==> src/rtl/regs_pkg.sv <==
// Shared defaults and constants for the multi-port register file.
// Imported by the register file top and its busy scoreboard.
package regs_pkg;

    localparam int DW_DEF   = 16;
    localparam int AW_DEF   = 4;
    localparam int NR_DEF   = 2;
    localparam int NW_DEF   = 1;

    // Address of the optionally hardwired zero register.
    localparam int REG_ZERO = 0;

endpackage

==> src/rtl/regs_scoreboard.sv <==
// Per-register pending (busy) bits: flush beats reserve, reserve beats write-clear.
// Looks up the busy bit of each registered read address.
module regs_scoreboard
    import regs_pkg::*;
#(
    parameter int AW       = AW_DEF,
    parameter int NR       = NR_DEF,
    parameter int NW       = NW_DEF,
    parameter int ZERO_REG = 1
) (
    input  logic             clk,
    input  logic             rst_n,
    input  logic [NW-1:0]    wen,
    input  logic [NW*AW-1:0] waddr,
    input  logic             rsv_en,
    input  logic [AW-1:0]    rsv_addr,
    input  logic             flush,
    input  logic [NR*AW-1:0] lookup_addr,
    output logic [NR-1:0]    rbusy
);

    localparam int DEPTH = 1 << AW;

    logic [DEPTH-1:0] busy;
    logic [DEPTH-1:0] busy_next;

    // Applying clears before the set lets a same-cycle reservation win over a write.
    always_comb begin
        busy_next = busy;
        if (flush) begin
            busy_next = '0;
        end else begin
            for (int j = 0; j < NW; j++) begin
                if (wen[j]) busy_next[waddr[j*AW +: AW]] = 1'b0;
            end
            if (rsv_en) busy_next[rsv_addr] = 1'b1;
        end
        if (ZERO_REG != 0) busy_next[REG_ZERO] = 1'b0;
    end

    always_ff @(posedge clk or negedge rst_n) begin
        if (!rst_n) busy <= '0;
        else        busy <= busy_next;
    end

    always_comb begin
        rbusy = '0;
        for (int i = 0; i < NR; i++) begin
            rbusy[i] = busy[lookup_addr[i*AW +: AW]];
        end
    end

endmodule

==> src/rtl/regs_mp.sv <==
// Parametrised multi-port register file with registered read addresses,
// same-edge write visibility, optional zero register and busy scoreboard.
module regs_mp
    import regs_pkg::*;
#(
    parameter int DW       = DW_DEF,
    parameter int AW       = AW_DEF,
    parameter int NR       = NR_DEF,
    parameter int NW       = NW_DEF,
    parameter int ZERO_REG = 1
) (
    input  logic             clk,
    input  logic             rst_n,
    input  logic [NR*AW-1:0] raddr,
    output logic [NR*DW-1:0] rdata,
    output logic [NR-1:0]    rbusy,
    input  logic [NW-1:0]    wen,
    input  logic [NW*AW-1:0] waddr,
    input  logic [NW*DW-1:0] wdata,
    input  logic             rsv_en,
    input  logic [AW-1:0]    rsv_addr,
    input  logic             flush
);

    localparam int DEPTH = 1 << AW;

    logic [DW-1:0]    mem [DEPTH];
    logic [NR*AW-1:0] raddr_q;

    always_ff @(posedge clk or negedge rst_n) begin
        if (!rst_n) raddr_q <= '0;
        else        raddr_q <= raddr;
    end

    // NOTE: the array is reset like any other state so reads after reset are
    // defined; this keeps it in flops rather than a RAM macro.
    always_ff @(posedge clk or negedge rst_n) begin
        if (!rst_n) begin
            for (int k = 0; k < DEPTH; k++) mem[k] <= '0;
        end else begin
            // NOTE: later iterations override earlier non-blocking updates to
            // the same element, so the highest-indexed write port wins.
            for (int j = 0; j < NW; j++) begin
                if (wen[j] && !(ZERO_REG != 0 && waddr[j*AW +: AW] == AW'(REG_ZERO))) begin
                    mem[waddr[j*AW +: AW]] <= wdata[j*DW +: DW];
                end
            end
        end
    end

    always_comb begin
        rdata = '0;
        for (int i = 0; i < NR; i++) begin
            rdata[i*DW +: DW] = mem[raddr_q[i*AW +: AW]];
        end
    end

    regs_scoreboard #(
        .AW       (AW),
        .NR       (NR),
        .NW       (NW),
        .ZERO_REG (ZERO_REG)
    ) u_scoreboard (
        .clk         (clk),
        .rst_n       (rst_n),
        .wen         (wen),
        .waddr       (waddr),
        .rsv_en      (rsv_en),
        .rsv_addr    (rsv_addr),
        .flush       (flush),
        .lookup_addr (raddr_q),
        .rbusy       (rbusy)
    );

endmodule

==> config.mk <==
export PLATFORM = sky130hd
export DESIGN_NAME = regs_mp
export DESIGN_NICKNAME = d
export VERILOG_FILES = /design/src/rtl/regs_pkg.sv /design/src/rtl/regs_scoreboard.sv /design/src/rtl/regs_mp.sv
export SDC_FILE = /design/constraint.sdc
export NUM_CORES = 1
export LEC_CHECK = 0
export CAP_MARGIN = 20
export CORE_MARGIN = 3
export CORE_UTILIZATION = 35
export CTS_CLUSTER_SIZE = 12
export DETAILED_ROUTE_END_ITERATION = 10
export SLEW_MARGIN = 20
export SYNTH_ARGS = -nofsm -noshare
export SYNTH_HDL_FRONTEND = slang
export SYNTH_HIERARCHICAL = 1
export SYNTH_SLANG_ARGS = --single-unit
==> constraint.sdc <==
create_clock -name clk -period 2.4 [get_ports clk]
set_input_delay 0.72 -clock clk [delete_from_list [all_inputs] [get_ports clk]]
set_output_delay 0.72 -clock clk [all_outputs]
set_load 0.05 [all_outputs]
== Word level (Yosys, flattened, before mapping) ==
Index checks and enable logic that the tools add are counted.

* Flip-flop bits (word level): 279
* Input bits: 37
* Output and inout port bits: 34
* Word-level logic and storage cells: 61

* Magnitude comparators: 10
* Mux-type cells: 21
* Bitwise gates (word level): 6
* Reduce and logical (&&, ||, !) cells: 6

{| class="wikitable"
|+ Operators by type and width
! cell !! number
|-
| bitwise mux 256 bit || 1
|-
| 2-to-1 mux 16 bit || 9
|-
| binary-select mux 16 bit (select 4 bit) || 2
|-
| demux 16 bit (select 4 bit) || 1
|-
| < comparator 4 x 5 -> 1 bit, second input constant || 4
|-
| bitwise AND 16 bit || 1
|-
| inverter 16 bit || 1
|-
| OR 16 bit || 1
|-
| greater-or-equal comparator 5 bit, second input constant || 3
|-
| inverter 4 -> 5 bit || 3
|-
| binary-select mux 1 bit (select 4 bit) || 2
|-
| demux 1 bit (select 4 bit) || 2
|-
| greater-or-equal comparator 4 x 1 -> 1 bit, second input constant || 2
|-
| < comparator 5 x 1 -> 1 bit, second input constant || 1
|-
| logical AND 1 bit || 4
|-
| logical NOT 4 bit || 1
|-
| 2-to-1 mux 1 bit || 4
|-
| logical NOT 1 bit || 1
|}

== Longest topological paths before layout ==
Gate-level depths: netlist of the first run.

* Depth in word-level cells: 11
* Gate-level depth with buffers: 5
* Depth with buffers taken out: 3

== Cells and area by module ==
Netlist of the first run, hierarchy kept.

{| class="wikitable"
|+ By module, submodules not included
! module !! instances !! cells an instance !! area an instance (um2) !! seq. area each (um2)
|-
| regs_mp || 1 || 852 || 13390.3 || 6606.3
|-
| regs_scoreboard || 1 || 108 || 996.0 || 375.4
|}

== Worst setup path after synthesis of the first run ==
Ideal clock, no wire load.

* Path kind: reg-to-output
* Start point: reg raddr_q[0]
* End point: out rdata[0]
* Arrival: 1.951 ns
* Required time: 1.680 ns
* Path slack: -0.271 ns
* Cell stages (with the launch flop): 6
* Buffers on the path: 2
* Path through: dfrtp_1 -> buf_2 -> buf_2 -> mux4_2 -> a22oi_1 -> nand2_1

* Longest elaborated chain between the ends: 4

{| class="wikitable"
|+ Ends and longest elaborated chain
! element !! line !! source
|-
| start, declared || regs_mp.sv:28 || <nowiki>logic [NR*AW-1:0] raddr_q;</nowiki>
|-
| start signal, assigned || regs_mp.sv:32 || <nowiki>else raddr_q <= raddr;</nowiki>
|-
| inverter 4 -> 5 bit (not written as such) || regs_mp.sv:54 || <nowiki>rdata[i*DW +: DW] = mem[raddr_q[i*AW +: AW]];</nowiki>
|-
| binary-select mux 16 bit (select 4 bit) || regs_mp.sv:54 ||
|-
| 2-to-1 mux 16 bit (not written as such) (2 in a row) || regs_mp.sv:54 ||
|-
| end, declared || regs_mp.sv:15 || <nowiki>output logic [NR*DW-1:0] rdata,</nowiki>
|}

Every way passes these cells. The select of a mux whose other input is x is not followed.

== Worst setup path in the final report of the first run ==
Ends and elaborated chain as after synthesis.

==> results of run 1 <==
==> per-stage QoR <==
stage	TNS, ns	power (mW)	setup WS [ns]	util (%)	instances
floorplan	-0.8569	8.904	-0.05382	-	960
global placement	-25.20	10.14	-0.2215	41.24	1540
detailed placement	-31.05	10.26	-0.2212	41.24	1540
CTS	-22.59	15.21	-0.7182	45.22	1609
global route	-23.68	15.86	-0.7692	45.71	1612
finish	-21.27	15.19	-0.7015	45.71	1612
==> registers in the layout, summed over array words and instances, names as in the netlist <==
register / cells
u_scoreboard/busy: 15
mem: 256
raddr_q: 8
==> per-layer routing <==
| metal | global-route usage (%) | share of wire (%) | vias to the layer above |
|---|---|---|---|
| li1 | - | - | 3932 |
| met1 | 26.58 | 43 | 4989 |
| met2 | 31.47 | 50 | 227 |
| met3 | 2.402 | 4.2 | 60 |
| met4 | 5.566 | 2.4 | 4 |
| met5 | 0 | 0.082 | - |
==> kinds of logic (layout without fill, tap and decap cells) <==
family,after synthesis,count (layout)
simple gates,102,102
mux,378,378
buf+inv,99,226
flops,279,279
compound gates,102,102
==> where the power goes <==
group          switching (mW)  leakage (nW)  total (mW)  internal [mW]
combinational            1.80          3.51        4.15           2.35
sequential              0.705          3.46        6.37           5.67
clock                    1.90         0.488        4.66           2.76
==> area by class of cell <==
cell class / count / area, um2
well taps: 525 / 656.9
repair buffers: 171 / 2338
clock inverters: 5 / 52.55
flip-flops and latches: 279 / 6998
clock buffers: 48 / 939.7
fillers: 3547 / 21820
multi-input cells: 582 / 7376
inverters: 2 / 7.507
==> final timing paths <==
kind / from / end / slack (ns) / depth (start not counted)
min in group clk: mem[246] / mem[246] / 0.40 / 0
setup / recovery: raddr_q[0] / rdata[0] / -0.70 / 6
hold reg to reg: mem[246] / mem[246] / 0.40 / 0
max in group asynchronous: rst_n / raddr_q[0] / 1.59 / 2
hold / removal: rst_n / mem[94] / 0.09 / 1
setup reg to reg: mem[173] / mem[173] / 1.58 / 1
==> critical path: cells and delay by family, from the launching register on <==
family          cells  cell delay [ns]
mux                 1             0.50
buf+inv             3             0.49
flops               1             0.46
compound gates      1             0.22
simple gates        1             0.14
==> layout by cell type, fill, tap and decap left out, types with 3 or more instances in the layout <==
cell / instances
dfrtp_1: 274
mux2_2: 241
mux4_2: 131
a22oi_2: 59
buf_12: 55
buf_4: 45
clkdlybuf4s50_1: 35
clkbuf_16: 34
nand2_2: 32
buf_6: 19
nand2_1: 15
o21ai_0: 15
a21oi_1: 15
nor2_2: 11
nand2b_1: 10
clkbuf_8: 10
buf_8: 10
clkbuf_1: 7
nand3_1: 6
a22oi_1: 5
nand3b_1: 5
nor2b_2: 4
buf_16: 4
dfrtp_4: 4
mux2i_1: 4
or3_1: 3
clkinv_2: 3
==> timing repair <==
item,in CTS,in global routing
gates cloned,3,3
pin swaps,20,36
setup buffers,13,1
setup endpoints to repair,34,34
gates resized for setup,90,30
==> reports/metrics.csv, run 1 <==
metric;value;unit
die_area;43570;um2
tritoncts;done;
ctsRootBufferMaster;clkbuf_16;
hold_buffers;0;
maxCapViolCount;0;
antenna_found_initial;2;
syn-instance-count;960;
yosysTopAreaCell;dfrtp_1;
nNetsFinal;1103;
io_buffer_count;70;
avgViaCountPerCell;5.715;
crit_path_frequent_cell;buf_12;
post-route-min-period;3.101;ns
synthAdderAreaFrac;0;%
peakVddDrop;0.8967;mV
grt_max_degree;71;
clkTransAtPathRegs;0.06;ns
synth_flop_cell;dfrtp_1;
fin_skew;0;ns
power_density;826.8;nW/um2
cellLeakagePower;7.457;nW
synthSimpleGateAreaFrac;3.627;%
io_pins;71;
post-route-period-util;129.2;%
synth_area_per_cell;14.99;um2
ant_nets;0;
first_global_vias;9842;
yosys.cell_count.top_type;dfrtp_1;
synth_compound_area_share;4.766;%
hold_path.class;input port to async pin;
synth_seq_area_share;48.53;%
wire_per_inst;25.86;um
ys_types;33;
grt_pass1_wl;63510;um
drive_above_1_share;61.64;%
die_x;208.7;um
yosysWarnings;6;
die-height;208.7;um
start_util;35.80;%
synth_top_area_share;48.53;%
syn2layout_area_growth;27.68;%
grt-ovfl-total;0;
synthTopCellsByArea;dfrtp_1 49%, mux4_2 21%, mux2_2 19%, a22oi_1 3.3%, clkbuf_1 1.5%;
drv_slew;0;
totalWireLength;41690;um
dp_hpwl;26840;um
slowest_stage;mux4_2;
hold_violations;0;
grt_use_total;19.04;%
max_freq;322.4;MHz
violations;negative setup slack;
start_kind;flip-flop;
drc;0;
vias;9212;
dr.pass1.iters;5;
layout_setup_ws;-0.7015;ns
synth_top_family_by_area;multiplexers;
cts_made_buffers;30;
first_iter_violations;713;
antenna_cells;0;
fin_worst_hold_slack;0.09131;ns
async_flop_share;100.0;%
synth-xor-area-share;0;%
maxSlewHeadroom;58.14;%
place_area;16570;um2
crit_path_end_kind;output pin;
syn_nets;997;
row_count;73;
cp_slowest_stage_delay;0.50;ns
setup_viol;34;
synthMuxAreaShare;39.91;%
cts.sinks;279;
worstMarginPinSlew;0.6259;ns
final_area;18370;um2
path_max_fanout;7;
synth-seq-cells;279;
ys_top_cells_by_count;279 x dfrtp_1, 241 x mux2_2, 131 x mux4_2;
required;1.68;ns
netlist_area;14390;um2
rsz0062_at_grt;yes;
clkLatencyLatePin;0.56;ns
synth_edf_count;0;
gp_congestion;0.8201;
cp_cell_sequence;buf_12 > buf_12 > mux4_2 > a22oi_2 > nand2_2 > buf_6;
core_area;40190;um2
max-clock-path-buffers;3;
path_class;flip-flop to output pin;
status;finished, violations left;
cp.arrival;2.38;ns
h-tree-depth;1;
(Power assumes the default switching activity.)
==> inputs of run 2 (changes only) <==
--- a/config.mk
+++ b/config.mk
@@ -8,9 +8,9 @@
 export CAP_MARGIN = 20
 export CORE_MARGIN = 3
 export CORE_UTILIZATION = 35
+export CTS_CLUSTER_DIAMETER = 150
 export CTS_CLUSTER_SIZE = 12
 export DETAILED_ROUTE_END_ITERATION = 10
-export SLEW_MARGIN = 20
 export SYNTH_ARGS = -nofsm -noshare
 export SYNTH_HDL_FRONTEND = slang
 export SYNTH_HIERARCHICAL = 1
==> reports/metrics.csv, run 2 (synthesis gave the netlist of run 1 again) <==
metric;value;unit
path_buf_inv;3;
finalCoreUtilization;45.00;%
tritoncts;done;
die_area;43570;um2
start_kind;flip-flop;
nNetsFinal;1099;
cp.arrival;2.37;ns
maxCapViolCount;0;
fin_worst_hold_slack;0.1031;ns
dr.pass1.iters;5;
cts_made_buffers;27;
totalWireLength;41620;um
ff2ff_path_depth;1;
fin_skew;0;ns
dp_hpwl;26840;um
maxSlewHeadroom;58.50;%
rr_startpoint;mem[123];
gp_congestion;0.8201;
wire_per_inst;26.18;um
cp_cell_sequence;buf_12 > buf_12 > mux4_2 > a22oi_1 > nand2_2 > buf_6;
syn2layout_area_growth;25.72;%
cts.sinks;279;
r2r-end;mem[123];
top_regs;mem x256, u_scoreboard/busy x15, raddr_q x8;
row_count;73;
core_area;40190;um2
drive_above_1_share;61.60;%
max_freq;324.0;MHz
crit_path_end_kind;output pin;
antenna_cells;0;
avgViaCountPerCell;5.799;
cp_slowest_stage_delay;0.51;ns
post-route-period-util;128.6;%
h-tree-depth;1;
top_register;mem;
violations;negative setup slack;
layout_common_cells;274 x dfrtp_1, 241 x mux2_2, 131 x mux4_2, 62 x a22oi_2, 53 x buf_12;
clkTransAtPathRegs;0.07;ns
layout_setup_ws;-0.6867;ns
ant_nets;0;
post-route-min-period;3.087;ns
largest_reg_flops;256;
grt_use_total;19.08;%
drv_slew;0;
final_common_cell;dfrtp_1;
die_x;208.7;um
finalNonFillerCells;1590;
cpLargestDelayFamily;multiplexers;
first_iter_violations;694;
hold_path.class;input port to async pin;
grt_pass1_wl;63560;um
r2r_slack;1.59;ns
slowest_stage;mux4_2;
first_global_vias;9766;
grt_max_degree;71;
grt-ovfl-total;0;
status;finished, violations left;
setup_viol;34;
io_pins;71;
rsz0062_at_grt;yes;
start_util;35.80;%
dp_cells;1540;
power_density;791.6;nW/um2
drc;0;
ctsRootBufferMaster;clkbuf_16;
max-clock-path-buffers;3;
peakVddDrop;0.4123;mV
clkLatencyLatePin;0.55;ns
path_class;flip-flop to output pin;
hold_violations;0;
cellLeakagePower;7.312;nW
antenna_found_initial;2;
required;1.68;ns
io_buffer_count;70;
crit_path_frequent_cell;buf_12;
worstMarginPinSlew;0.6206;ns
vias;9221;
path_max_fanout;7;
die-height;208.7;um
-- run 2: cell count changes in the layout (fill, tap and decap cells not counted), sizes merged --
cell,before,now
buf,133,134
inv,2,4
bufinv,1,0
clkinv,3,0
clkinvlp,1,0
clkbuf,51,31
-- run 2: worst max-delay path by stage --
stage | cells after the start | start | slack [ns] | endpoint
after floorplan | 5 | raddr_q[5] | -0.05 | rdata[17]
after global placement | 5 | raddr_q[4] | -0.22 | rdata[16]
after detailed placement | 5 | raddr_q[0] | -0.22 | rdata[0]
after CTS | 6 | raddr_q[0] | -0.72 | rdata[14]
after global routing | 6 | raddr_q[0] | -0.76 | rdata[0]
final | 6 | raddr_q[0] | -0.69 | rdata[0]
-- run 2: cell type report --
class / count / area (um2)
clock inverters: 2 / 20.02
well taps: 525 / 656.9
inverters: 2 / 7.507
clock buffers: 30 / 686.9
multi-input cells: 582 / 7398
repair buffers: 170 / 2318
flip-flops and latches: 279 / 6998
fillers: 3569 / 22100
-- run 2: stage by stage --
| stage | power [mW] | instance area [um2] | setup TNS, ns | setup WS (ns) |
|---|---|---|---|---|
| final | 14.32 | 18090 | -20.97 | -0.6867 |
| after global routing | 14.98 | 18090 | -23.39 | -0.7628 |
| after CTS | 14.38 | 17980 | -21.87 | -0.7168 |
| after detailed placement | 10.26 | 16570 | -31.05 | -0.2212 |
| after global placement | 10.14 | 16570 | -25.20 | -0.2215 |
| after floorplan | 8.904 | 14570 | -0.8569 | -0.05382 |
-- run 2: routing by layer --
layer	vias to the layer above	track usage (%)	routed length [um]
met1	5033	26.39	17820
met5	-	0	24
met2	217	32.19	21070
met3	58	2.552	1714
met4	4	4.527	991
li1	3909	-	-
-- run 2: timing repair --
item | in CTS | in global routing
endpoints found under the setup margin | 34 | 34
gates cloned | 5 | 1
pin swaps | 34 | 28
hold buffers | 0 | 0
setup buffers | 11 | 1
gates resized for setup | 108 | 14
-- run 2: report_power, final --
group	switching, mW	internal [mW]
sequential	0.702	5.67
combinational	1.81	2.35
clock	1.79	2.01
total	4.29	10.0
